File: src/rtl/motor_pwm_driver_if.sv
// Assistance-to-motor drive bundle: requested duty and brake in, PWM/direction/status out.
// The master side drives the request and brake; the slave side is the PWM driver.
interface motor_pwm_driver_if;
    logic signed [9:0] AssistanceRequirement;
    logic              brake;
    logic              MotorPWM;
    logic              MotorDir;
    logic signed [9:0] AppliedDuty;
    logic              PeriodStart;

    modport master (
        output AssistanceRequirement, brake,
        input  MotorPWM, MotorDir, AppliedDuty, PeriodStart
    );

    modport slave (
        input  AssistanceRequirement, brake,
        output MotorPWM, MotorDir, AppliedDuty, PeriodStart
    );
endinterface

File: src/rtl/motor_pwm_driver.sv
// Fixed-frequency PWM motor drive with slew-limited duty, coast dead-time on reversal and fast brake cut.
// Duty and state change only at period boundaries; brake forces zero drive two edges after it is synchronised.
module motor_pwm_driver #(
    parameter int PRESCALE     = 4,
    parameter int SLEW_STEP    = 8,
    parameter int DEAD_PERIODS = 2
) (
    input  logic                clk,
    input  logic                rst_n,
    motor_pwm_driver_if.slave   bus
);
    localparam int                     PW        = (PRESCALE > 1) ? $clog2(PRESCALE) : 1;
    localparam logic [PW-1:0]          PRESC_MAX = PW'(PRESCALE - 1);
    localparam logic signed [10:0]     STEP      = 11'(SLEW_STEP);
    localparam logic [3:0]             DEAD_LOAD = 4'(DEAD_PERIODS);

    typedef enum logic [1:0] {RUN, DEAD, BRAKE} state_t;

    state_t            state, state_n, run_state;
    logic [PW-1:0]     presc;
    logic [8:0]        phase;
    logic [3:0]        cnt, cnt_n, run_cnt;
    logic              brake_m, brake_s;
    logic signed [9:0] duty, duty_n, run_duty;
    logic              dir, dir_n, run_dir;
    logic              pwm, period_start;
    logic              tick, boundary;
    logic [8:0]        mag;
    logic signed [10:0] t, d, diff;

    assign tick     = (presc == PRESC_MAX);
    assign boundary = tick && (phase == 9'd511);
    assign mag      = duty[9] ? 9'(-duty) : duty[8:0];
    assign t        = (bus.AssistanceRequirement == -10'sd512) ? -11'sd511
                                                              : 11'(bus.AssistanceRequirement);
    assign d        = 11'(duty);
    assign diff     = t - d;

    // Regular RUN update, also reused when leaving DEAD or BRAKE at a boundary.
    always_comb begin
        run_state = RUN;
        run_duty  = duty;
        run_dir   = dir;
        run_cnt   = cnt;
        if ((d > 11'sd0 && t < 11'sd0) || (d < 11'sd0 && t > 11'sd0)) begin
            if (d > 11'sd0)
                run_duty = (d > STEP) ? 10'(d - STEP) : 10'sd0;
            else
                run_duty = (-d > STEP) ? 10'(d + STEP) : 10'sd0;
        end else if (d == 11'sd0 && t != 11'sd0 && ((t > 11'sd0) != dir)) begin
            if (DEAD_PERIODS == 0) begin
                run_dir = ~dir;
            end else begin
                run_state = DEAD;
                run_cnt   = DEAD_LOAD;
            end
        end else if (diff <= STEP && diff >= -STEP) begin
            run_duty = t[9:0];
        end else if (diff > 11'sd0) begin
            run_duty = 10'(d + STEP);
        end else begin
            run_duty = 10'(d - STEP);
        end
    end

    always_comb begin
        state_n = state;
        duty_n  = duty;
        dir_n   = dir;
        cnt_n   = cnt;
        if (brake_s) begin
            state_n = BRAKE;
            duty_n  = 10'sd0;
            cnt_n   = 4'd0;
        end else if (boundary) begin
            if (state == DEAD && !(t == 11'sd0 || ((t > 11'sd0) == dir))) begin
                if (cnt == 4'd1) begin
                    dir_n   = ~dir;
                    cnt_n   = 4'd0;
                    state_n = RUN;
                end else begin
                    cnt_n = cnt - 4'd1;
                end
            end else begin
                state_n = run_state;
                duty_n  = run_duty;
                dir_n   = run_dir;
                cnt_n   = run_cnt;
            end
        end
    end

    always_ff @(posedge clk or negedge rst_n) begin
        if (!rst_n) begin
            presc        <= '0;
            phase        <= 9'd0;
            brake_m      <= 1'b0;
            brake_s      <= 1'b0;
            state        <= RUN;
            duty         <= 10'sd0;
            dir          <= 1'b1;
            cnt          <= 4'd0;
            pwm          <= 1'b0;
            period_start <= 1'b0;
        end else begin
            brake_m      <= bus.brake;
            brake_s      <= brake_m;
            presc        <= tick ? '0 : presc + 1'b1;
            if (tick)
                phase <= phase + 9'd1;
            state        <= state_n;
            duty         <= duty_n;
            dir          <= dir_n;
            cnt          <= cnt_n;
            pwm          <= (phase < mag) && (state == RUN) && !brake_s;
            period_start <= boundary;
        end
    end

    assign bus.MotorPWM    = pwm;
    assign bus.MotorDir    = dir;
    assign bus.AppliedDuty = duty;
    assign bus.PeriodStart = period_start;
endmodule

File: src/flat_wrapper.sv
// flat-port wrapper written by rule: the top's interface ports become plain ports
module motor_pwm_driver_flat 
#(
    parameter int PRESCALE     = 4,
    parameter int SLEW_STEP    = 8,
    parameter int DEAD_PERIODS = 2
)
  (clk, rst_n, bus_AssistanceRequirement, bus_brake, bus_MotorPWM, bus_MotorDir, bus_AppliedDuty, bus_PeriodStart);
  motor_pwm_driver_if bus_i ();
  input  logic clk;
  input  logic rst_n;
  input wire logic [$bits(bus_i.AssistanceRequirement)-1:0] bus_AssistanceRequirement;
  input wire logic [$bits(bus_i.brake)-1:0] bus_brake;
  output wire logic [$bits(bus_i.MotorPWM)-1:0] bus_MotorPWM;
  output wire logic [$bits(bus_i.MotorDir)-1:0] bus_MotorDir;
  output wire logic [$bits(bus_i.AppliedDuty)-1:0] bus_AppliedDuty;
  output wire logic [$bits(bus_i.PeriodStart)-1:0] bus_PeriodStart;
  assign bus_i.AssistanceRequirement = bus_AssistanceRequirement;
  assign bus_i.brake = bus_brake;
  assign bus_MotorPWM = bus_i.MotorPWM;
  assign bus_MotorDir = bus_i.MotorDir;
  assign bus_AppliedDuty = bus_i.AppliedDuty;
  assign bus_PeriodStart = bus_i.PeriodStart;
  motor_pwm_driver #(.PRESCALE(PRESCALE), .SLEW_STEP(SLEW_STEP), .DEAD_PERIODS(DEAD_PERIODS)) u_core (.clk(clk), .rst_n(rst_n), .bus(bus_i));
endmodule
File: config.mk
export PLATFORM = sky130hd
export DESIGN_NAME = motor_pwm_driver_flat
export DESIGN_NICKNAME = d
export VERILOG_FILES = /design/src/rtl/motor_pwm_driver_if.sv /design/src/rtl/motor_pwm_driver.sv /design/src/flat_wrapper.sv
export SDC_FILE = /design/constraint.sdc
export NUM_CORES = 1
export LEC_CHECK = 0
export CELL_PAD_IN_SITES_DETAIL_PLACEMENT = 0
export CELL_PAD_IN_SITES_GLOBAL_PLACEMENT = 2
export CORE_MARGIN = 2
export CORE_UTILIZATION = 38
export CTS_CLUSTER_DIAMETER = 200
export DETAILED_ROUTE_END_ITERATION = 10
export HOLD_SLACK_MARGIN = 0.06
export PLACE_DENSITY_LB_ADDON = 0.1
export SLEW_MARGIN = 10
export SYNTH_ARGS = -nofsm -noshare
export SYNTH_HDL_FRONTEND = slang
export SYNTH_SLANG_ARGS = --single-unit
File: constraint.sdc
create_clock -name clk -period 6.1 [get_ports clk]
set_input_delay 1.525 -clock clk [delete_from_list [all_inputs] [get_ports clk]]
set_output_delay 1.525 -clock clk [all_outputs]
set_load 0.05 [all_outputs]
==> summary.md <==
| Metric | Value |
|---|---|
| Fin worst setup slack | between 0.5 and 0.6 ns |
| Die area | a little under 9000 µm² |
| Lkg Pwr | roughly 1.4 nW |
| Routed length per instance | 17.5 µm |
| Ant. Diodes | 0 |
| Post-synth design cell area | 3020 µm² |
| Worst-path clk slew | ~0.080 ns |
| H-tree Lvls | 2 |
| Yosys warns | 0 |
| Maximum VDD drop | 86.9 µV |
| Mux cell area share after synthesis | 2.90% |
| Post-Synth Simple-Gate Area | a little over a fifth |
| Setup TNS | 0 ns |
| Global-route usage over all layers | about a fifth |
| Initial DRC count | 170 |
| GR Util met1 | 31.1% |
| Met3 usage | under 10% |
| GRT overflow | 0 |
| First-pass GRT wire length | around 14 mm |
| Post-CTS setup buffers | 0 |
| DIE WIDTH | approximately 93 µm |
| Final setup vio count | 0 |
| # IOs | 26 |
| Met2 GRT Util | 32.3% |
| Worst Clk Skew | between 0.01 and 0.015 ns |
| Fmax | 0.179 GHz |
| Post-CTS sizing | 0 |
| Number of synthesized flops with an enable pin | 0 |
| RePlAce Congestion | around 0.85 |
| Critical setup path kind | in2reg |
| Avg Cell Area, Syn | roughly 8.2 µm² |
| Final slew viol count | 0 |
| Hold depth | 0 |
| Rows | 32 |
| CTS tree | built |
| PD cells | between 100 and 150 nW/µm² |
| Yosys reg bits | 32 |
| DRT Pass-1 Iters | 4 |
| TritonCTS Sinks | 32 |
| CP arrival | 5.79 ns |
| Sequential share of the synthesized area | 26.6% |
| Status | complete, no violations |
| Final worst path period need | about 5.6 ns |
| Worst Max-Slew Pin Slew | 0.773 ns |
| Unique masters post-synth | 68 |
| Initial Util | 39.1% |
| Fraction of the mapped netlist area in adder cells | between 10% and 20% |
| Relative slew slack | 48.1% |
| Syn_nets | 408 |
| Initial antenna violation count | 0 |
| Share of layout cells above drive strength 1 | 5.21% |
| CP endpoint kind | register |
| Worst EP required | between 6 and 7 ns |
| I/O Buffers | 25 |
| Async SR Flop Fraction | between 90% and 100% |
| Num CTS Buffers | 5 |
| Largest family of logic cells by synthesized area | compound AO/OA/AOI/OAI gates |
| Max-Cap Viols | 0 |
| Root Buffer | clkbuf_8 |
| DR vias | 2,755 |
| Worst-path fanout max | 6 |
| Core area | 7730 µm² |
| CTS max path bufs | 2 |
| Synthesized instance count | 367 |
| GR peak layer | met2 |
| Synth Flop Type | dfrtp_1 |
| Vias in the first global route | between 2k and 3k |
| Post-Synth XOR/XNOR Area | 7.83% |
| RSZ-0062 raised after global routing | no |
| Residual DRC | 0 |
| Layout area overhead | 13.6% |
| Worst reg2reg path depth | 11 |
| Hold Crit Class | reg2reg |
| Die Y | 93.2 µm |
| WL final | 8.51 mm |
| Most frequent cells in the layout | nor2_1, a21oi_1, dfrtp_1 |
| Final nets | between 400 and 500 |
| Post-place setup slack | roughly 0.18 ns |
| # hold bufs at CTS | 0 |
| Most common cell after layout, fill and taps aside | nor2_1 |
| Via density per instance | 5.67 |
| Later-pin clock latency in the skew report | approximately 0.30 ns |
| Final period utilization | slightly above 90% |
| Setup crit start kind | input pin |
| Routed Antenna Nets | 0 |
| Compound-Gate Fraction of Synth Area | 24.4% |
| HPWL after DPL | between 6 and 7 mm |
| Largest net degree at the start of global routing | 33 |
| Hold Vio Cnt, Final | 0 |
==> cells in the mapped netlist, types with 3 or more instances <==
| cell | instances | area share [%] |
|---|---|---|
| nand3_1 | 8 | 1.3 |
| a41oi_1 | 3 | 0.87 |
| o2bb2ai_1 | 4 | 1.2 |
| o21ai_0 | 11 | 1.8 |
| mux2i_1 | 5 | 1.7 |
| a22oi_1 | 3 | 0.75 |
| o22ai_1 | 3 | 0.62 |
| a21oi_1 | 31 | 5.1 |
| inv_1 | 17 | 2.1 |
| a21o_1 | 12 | 3.0 |
| xnor2_1 | 22 | 6.4 |
| xor2_1 | 5 | 1.4 |
| a211o_1 | 5 | 1.4 |
| nor4_1 | 4 | 0.83 |
| dfrtp_1 | 31 | 26 |
| clkbuf_1 | 13 | 1.6 |
| a211oi_1 | 3 | 0.75 |
| o21ai_1 | 5 | 0.83 |
| nor2b_1 | 6 | 1.2 |
| o31a_1 | 3 | 0.87 |
| nand2_1 | 30 | 3.7 |
| and3_1 | 4 | 0.83 |
| nor3_1 | 9 | 1.5 |
| clkinv_1 | 3 | 0.37 |
| nand2b_1 | 9 | 1.9 |
| o311ai_0 | 3 | 0.87 |
| nand4_1 | 4 | 0.83 |
| ha_1 | 27 | 11 |
| o21bai_1 | 3 | 0.75 |
| nor2_1 | 37 | 4.6 |
==> stage by stage <==
stage | hold WS [ns] | power [mW] | utilization (%) | area, µm² | instances
2_1_floorplan | 0.331 | 0.278 | - | 3020 | 367
3_3_place_gp | 0.337 | 0.304 | 43.2 | 3340 | 479
3_5_place_dp | 0.340 | 0.303 | 43.2 | 3340 | 479
4_1_cts | 0.356 | 0.494 | 44.4 | 3430 | 486
5_1_grt | 0.368 | 0.511 | 44.4 | 3430 | 486
6_report | 0.352 | 0.486 | 44.4 | 3430 | 486
==> critical path, stage by stage <==
cell and delay (ns):
clkdlybuf4s50_1 0.48, nor4_1 0.29, nand3_1 0.19, inv_1 0.09, a21oi_1 0.08, ha_1 0.24, fa_1 0.38, nand2b_1 0.18
a211o_1 0.27, a32oi_1 0.22, xor2_1 0.11, or4b_1 0.56, o31a_1 0.45, mux2_4 0.36, o31a_1 0.24, o32ai_1 0.13
==> routing by layer <==
metal,wire (µm),up-vias
met2,3740,67
met1,4290,1311
li1,-,1371
met3,412,6
met5,0,-
met4,68,0
==> sequential cells by signal (all words and copies together), names as in the netlist, 2 cells and up <==
name,flops
u_core.bus.AppliedDuty,10
u_core.cnt,4
u_core.phase,9
u_core.presc,2
u_core.state,2
==> cell families after synthesis <==
group	Yosys count
compound gates	108
xor+xnor	27
fa+ha+maj	28
buf+inv	38
flops	32
mux	8
simple gates	126
==> final timing paths <==
check,from,to,slack [ns]
worst max-delay path,bus_AssistanceRequirement[2],u_core.bus.AppliedDuty[6],0.50
worst min-delay path,u_core.brake_m,u_core.brake_s,0.35
worst max register to register,u_core.bus.AppliedDuty[5],u_core.bus.AppliedDuty[6],2.10
worst min register to register,u_core.brake_m,u_core.brake_s,0.35
max in group asynchronous,rst_n,u_core.bus.MotorDir,4.11
min in group asynchronous,rst_n,u_core.phase[5],1.65
==> layout make-up <==
cell class,instances,area [µm²]
Fill cell,784,4300
Multi-Input combinational cell,297,2060
Tap cell,102,128
Sequential cell,32,802
Timing Repair Buffer,27,265
Clock buffer,7,96.3
Inverter,21,78.8
==> power breakdown <==
group | internal (mW) | switching, mW
registers | 0.216 | 0.00380
clock network | 0.101 | 0.0863
logic | 0.0341 | 0.0452
total | 0.351 | 0.135
No activity file was read; power rests on OpenSTA's default activity.
